`config.mk`:
```
export PLATFORM = sky130hd
export DESIGN_NAME = fll_cfg_arbiter
export DESIGN_NICKNAME = d
export VERILOG_FILES = /design/src/rtl/fll_cfg_arbiter.sv
export SDC_FILE = /design/constraint.sdc
export NUM_CORES = 1
export LEC_CHECK = 0
export CAP_MARGIN = 10
export CORE_MARGIN = 3
export CORE_UTILIZATION = 47
export CTS_BUF_LIST = sky130_fd_sc_hd__clkbuf_2 sky130_fd_sc_hd__clkbuf_4 sky130_fd_sc_hd__clkbuf_8
export DETAILED_ROUTE_END_ITERATION = 8
export PLACE_DENSITY = 0.88
export REMOVE_ABC_BUFFERS = 1
export SYNTH_ARGS = -nofsm -noshare
export SYNTH_HDL_FRONTEND = slang
export SYNTH_SLANG_ARGS = --single-unit
```
`constraint.sdc`:
```
create_clock -name clk_i -period 4.9 [get_ports clk_i]
set_input_delay 0.98 -clock clk_i [delete_from_list [all_inputs] [get_ports clk_i]]
set_output_delay 0.98 -clock clk_i [all_outputs]
set_load 0.1 [all_outputs]
```
`src/rtl/fll_cfg_arbiter.sv`:
```
`default_nettype none
// ============================================================================
// Module      : fll_cfg_arbiter
// Description : Two-requester round-robin arbiter in front of a single FLL
//               configuration bus. One transaction in flight at a time, with
//               an ack timeout that completes the access with an error flag.
// Revision    : 1.0 - initial release
// ============================================================================
module fll_cfg_arbiter #(
  parameter int ADDR_W         = 2,
  parameter int DATA_W         = 32,
  parameter int TIMEOUT_CYCLES = 1024
) (
  input  logic                  clk_i,
  input  logic                  rst_i,
  // requester side (index 0 = boot/debug, 1 = SoC register port)
  input  logic [1:0]            s_req_i,
  input  logic [2*ADDR_W-1:0]   s_addr_i,
  input  logic [2*DATA_W-1:0]   s_wdata_i,
  input  logic [1:0]            s_web_i,
  output logic [1:0]            s_ack_o,
  output logic [DATA_W-1:0]     s_rdata_o,
  output logic                  s_err_o,
  // FLL config bus master side
  output logic                  fll_req_o,
  output logic [ADDR_W-1:0]     fll_addr_o,
  output logic [DATA_W-1:0]     fll_wdata_o,
  output logic                  fll_web_o,
  input  logic                  fll_ack_i,
  input  logic [DATA_W-1:0]     fll_rdata_i,
  // status
  output logic                  busy_o,
  output logic                  grant_o
);

  // 16 bits covers the largest legal timeout (65535 -> last count 65534)
  localparam int               CNT_W    = 16;
  localparam logic [CNT_W-1:0] CNT_LAST = CNT_W'(TIMEOUT_CYCLES - 1);

  typedef enum logic [1:0] {
    IDLE     = 2'd0,
    WAIT_ACK = 2'd1,
    RESP     = 2'd2
  } state_t;

  state_t             state, state_nxt;
  logic [CNT_W-1:0]   cnt, cnt_nxt;
  logic               prio, prio_nxt;      // port that wins a simultaneous request
  logic               win;
  logic [1:0]         s_ack_nxt;
  logic [DATA_W-1:0]  s_rdata_nxt;
  logic               s_err_nxt;
  logic               fll_req_nxt;
  logic [ADDR_W-1:0]  fll_addr_nxt;
  logic [DATA_W-1:0]  fll_wdata_nxt;
  logic               fll_web_nxt;
  logic               busy_nxt;
  logic               grant_nxt;

  // Round-robin pick: contention goes to the priority port, otherwise the sole requester
  always_comb begin
    win = (s_req_i == 2'b11) ? prio : s_req_i[1];
  end

  // Next-state and next-output logic; every output is registered from these values
  always_comb begin
    state_nxt     = state;
    cnt_nxt       = cnt;
    prio_nxt      = prio;
    s_ack_nxt     = 2'b00;
    s_rdata_nxt   = s_rdata_o;
    s_err_nxt     = s_err_o;
    fll_req_nxt   = fll_req_o;
    fll_addr_nxt  = fll_addr_o;
    fll_wdata_nxt = fll_wdata_o;
    fll_web_nxt   = fll_web_o;
    busy_nxt      = busy_o;
    grant_nxt     = grant_o;

    case (state)
      IDLE: begin
        // fll_ack_i is deliberately not looked at here
        if (|s_req_i) begin
          grant_nxt     = win;
          prio_nxt      = ~win;
          fll_addr_nxt  = win ? s_addr_i[2*ADDR_W-1:ADDR_W]  : s_addr_i[ADDR_W-1:0];
          fll_wdata_nxt = win ? s_wdata_i[2*DATA_W-1:DATA_W] : s_wdata_i[DATA_W-1:0];
          fll_web_nxt   = s_web_i[win];
          fll_req_nxt   = 1'b1;
          busy_nxt      = 1'b1;
          cnt_nxt       = '0;
          state_nxt     = WAIT_ACK;
        end
      end

      WAIT_ACK: begin
        // A real ack beats a timeout landing on the same edge
        if (fll_ack_i) begin
          fll_req_nxt = 1'b0;
          s_rdata_nxt = fll_rdata_i;
          s_err_nxt   = 1'b0;
          s_ack_nxt   = grant_o ? 2'b10 : 2'b01;
          state_nxt   = RESP;
        end else if (cnt == CNT_LAST) begin
          fll_req_nxt = 1'b0;
          s_rdata_nxt = '0;
          s_err_nxt   = 1'b1;
          s_ack_nxt   = grant_o ? 2'b10 : 2'b01;
          state_nxt   = RESP;
        end else begin
          cnt_nxt = cnt + 1'b1;
        end
      end

      RESP: begin
        // single-cycle ack pulse; requests are re-evaluated back in IDLE
        busy_nxt  = 1'b0;
        state_nxt = IDLE;
      end

      default: begin
        fll_req_nxt = 1'b0;
        busy_nxt    = 1'b0;
        state_nxt   = IDLE;
      end
    endcase
  end

  // State and output registers; reset aborts any transaction without an ack
  always_ff @(posedge clk_i or posedge rst_i) begin
    if (rst_i) begin
      state       <= IDLE;
      cnt         <= '0;
      prio        <= 1'b0;
      s_ack_o     <= 2'b00;
      s_rdata_o   <= '0;
      s_err_o     <= 1'b0;
      fll_req_o   <= 1'b0;
      fll_addr_o  <= '0;
      fll_wdata_o <= '0;
      fll_web_o   <= 1'b1;
      busy_o      <= 1'b0;
      grant_o     <= 1'b0;
    end else begin
      state       <= state_nxt;
      cnt         <= cnt_nxt;
      prio        <= prio_nxt;
      s_ack_o     <= s_ack_nxt;
      s_rdata_o   <= s_rdata_nxt;
      s_err_o     <= s_err_nxt;
      fll_req_o   <= fll_req_nxt;
      fll_addr_o  <= fll_addr_nxt;
      fll_wdata_o <= fll_wdata_nxt;
      fll_web_o   <= fll_web_nxt;
      busy_o      <= busy_nxt;
      grant_o     <= grant_nxt;
    end
  end

endmodule
`default_nettype wire

```
==> impl_metrics.json <==
{
  "r2r_cells": 5,
  "grt_pass1_vias": 3588,
  "synthFlopType": "dfrtp_1",
  "fin_setup_tns_ns": 0,
  "slew_headroom_pct": 22.2,
  "drive_gt1_share_pct": 9.15,
  "timing.final.crit_share_pct": 61.8,
  "critical-path-max-stage-delay_ns": 1.14,
  "first_pass_iters": 4,
  "drt_iter0_drc": 222,
  "synth_cells": 330,
  "final-setup-viol-count": 0,
  "min_from": "s_rdata_o[26]",
  "rows": 33,
  "ys_types": 52,
  "ctsHoldBuffers": 0,
  "crit_fanout": 2,
  "cp_top_family": "buffers and inverters",
  "clkTransAtPathRegs_ns": 0.09,
  "ys_ff_latch": 92,
  "cp-start-kind": "flip-flop",
  "post-route-util_pct": 72.5,
  "drc": 0,
  "antenna_found_initial": 0,
  "synth_edf_count": 0,
  "clock_path_buffers": 2,
  "netlist_area_mm2": 0.00412,
  "hold_path_class": "flip-flop to flip-flop",
  "cp_slowest_cell": "clkdlybuf4s50_1",
  "whs_path_depth": 1,
  "timing.critical_path.buf_inv": 1,
  "rsz0062_at_grt": "false",
  "required_ns": 3.92,
  "wl_per_cell_um": 19.2,
  "nFillCells": 567,
  "nNetsFinal": 606,
  "critPathKind": "flip-flop to output pin",
  "reg2reg_from": "cnt[0]",
  "finalWirelength_um": 11700,
  "finalHoldViolCount": 0,
  "chipHeight_um": 99.6,
  "skew_ns": 0.0133,
  "ant_nets": 0,
  "grt_overflow": 0,
  "viasPerCell": 5.70,
  "ys_warn_count": 0,
  "ios": 180,
  "start_util_pct": 49.2,
  "status": "completed",
  "ctsHtreeMaxLevel": 3,
  "maxCapViolCount": 0,
  "grt_pass1_wl_um": 18600,
  "vias": 3467,
  "drv_slew": 0,
  "cp-end-kind": "output pin",
  "worstSetupStartpoint": "fll_web_o",
  "seq_area_mm2": 0.00230,
  "grt_usage_pct": 24.0,
  "worst_pin_slew_ns": 1.17,
  "die_w_um": 99.6,
  "clock_tree.root_cell": "clkbuf_8",
  "worstSkewPairLatency_ns": 0.36,
  "post-dp-hpwl_um": 8610,
  "cts_tree": "yes",
  "crit_chain": "clkdlybuf4s50_1",
  "io_buffers": 179,
  "syn_to_final_growth_pct": 47.5,
  "grt_max_degree": 40,
  "routabilityCongestion": 0.849,
  "post_cts_resized": 0,
  "fmax_mhz": 330,
  "period_needed_ns": 3.03,
  "place_area_mm2": 0.00589,
  "die_area_mm2": 0.00993,
  "ys_async_sr_fraction_pct": 100,
  "diodes": 0,
  "seq_area_frac_synth_pct": 55.9,
  "fin_area_mm2": 0.00608,
  "cp_num_cells": 1,
  "arrival_ns": 2.05,
  "postCtsSetupBuffers": 0,
  "cts_sinks": 92,
  "cts_buffers": 9,
  "syn_avg_cell_area_um2": 12.5,
  "multi_input_area_mm2": 0.00158,
  "core_area_mm2": 0.00838
}
-- layout make-up --
class / instances / area share [%]
clock inverters: 6 / 0.906
inverters: 13 / 0.823
clock buffers: 10 / 2.26
repair buffers: 183 / 30.0
flip-flops and latches: 92 / 37.9
multi-input cells: 199 / 26.0
well taps: 105 / 2.16
-- kinds of logic after synthesis --
kind of cell	count (synthesis)	synth area share, %
AOI/OAI and AO/OA	111	23.8
buffers and inverters	39	5.98
DFF	92	55.9
adders and majority gates	1	0.304
muxes	2	0.486
and+or+nand+nor	85	13.5
-- cells in the mapped netlist, types with 2 or more instances --
library cell,n,area (um2)
a221o_1,35,350
nor2b_1,2,12.5
and2_1,7,43.8
nor3_1,3,15.0
dfrtp_1,91,2280
inv_1,13,48.8
nand2b_1,2,12.5
o41a_1,2,22.5
mux2i_1,2,20.0
o21ai_0,3,15.0
a21o_1,3,22.5
a22o_1,23,201
and2_0,30,188
clkbuf_1,5,18.8
o211ai_1,2,15.0
nand2_1,9,33.8
and4_1,2,17.5
o21a_1,2,15.0
a21oi_1,5,25.0
or3_4,2,22.5
buf_4,2,15.0
nor2_1,10,37.5
a41oi_1,5,43.8
a22o_2,9,90.1
buf_6,11,124
a211o_1,2,17.5
and3_1,2,12.5
a31oi_1,12,75.1
nand4_1,4,25.0
buf_2,8,40.0
-- worst paths after layout --
kind	to	slack, ns
worst max-delay path	fll_web_o	1.87
worst min register to register	s_rdata_o[26]	0.50
min in group asynchronous	s_rdata_o[20]	0.91
worst min-delay path	s_rdata_o[26]	0.50
worst max register to register	cnt[12]	2.49
max in group asynchronous	fll_wdata_o[6]	3.17
-- flip-flops by register name (all words and copies together) (netlist names) --
name and flops:
busy_o 1, cnt 16, fll_addr_o 2, fll_req_o 1, fll_wdata_o 32, fll_web_o 1, grant_o 1, prio 1
s_ack_o 2, s_err_o 1, s_rdata_o 32, state 2
-- layout by cell type (no fill, tap or decap), types with 9 or more instances in the layout --
master	Yosys	layout
clkdlybuf4s50_1	0	179
dfrtp_1	91	91
a221o_1	35	35
and2_0	30	30
a22o_1	23	23
inv_1	13	12
a31oi_1	12	12
nor2_1	10	10
clkbuf_8	0	10
a22o_2	9	9
nand2_1	9	9
-- layer usage --
metal,routed length [um],track usage (%),share of wire [%],vias to the layer above
met3,1020,8.63,8.8,9
met2,6000,40.7,51,146
li1,-,-,-,1597
met1,4550,29.4,39,1715
met4,115,5.36,0.98,0
met5,0,0,0,-
-- through the flow --
| step | hold WS, ns | setup WS (ns) | cells |
|---|---|---|---|
| floorplan | 0.444 | 1.53 | 304 |
| global placement | 0.468 | 1.79 | 592 |
| detailed placement | 0.479 | 1.73 | 592 |
| CTS | 0.506 | 1.85 | 608 |
| global route | 0.521 | 1.83 | 608 |
| finish | 0.501 | 1.87 | 608 |
Power is left out: the tool's default activity adds up to more than one toggle a clock period on the data nets, which glitch-free logic cannot reach.
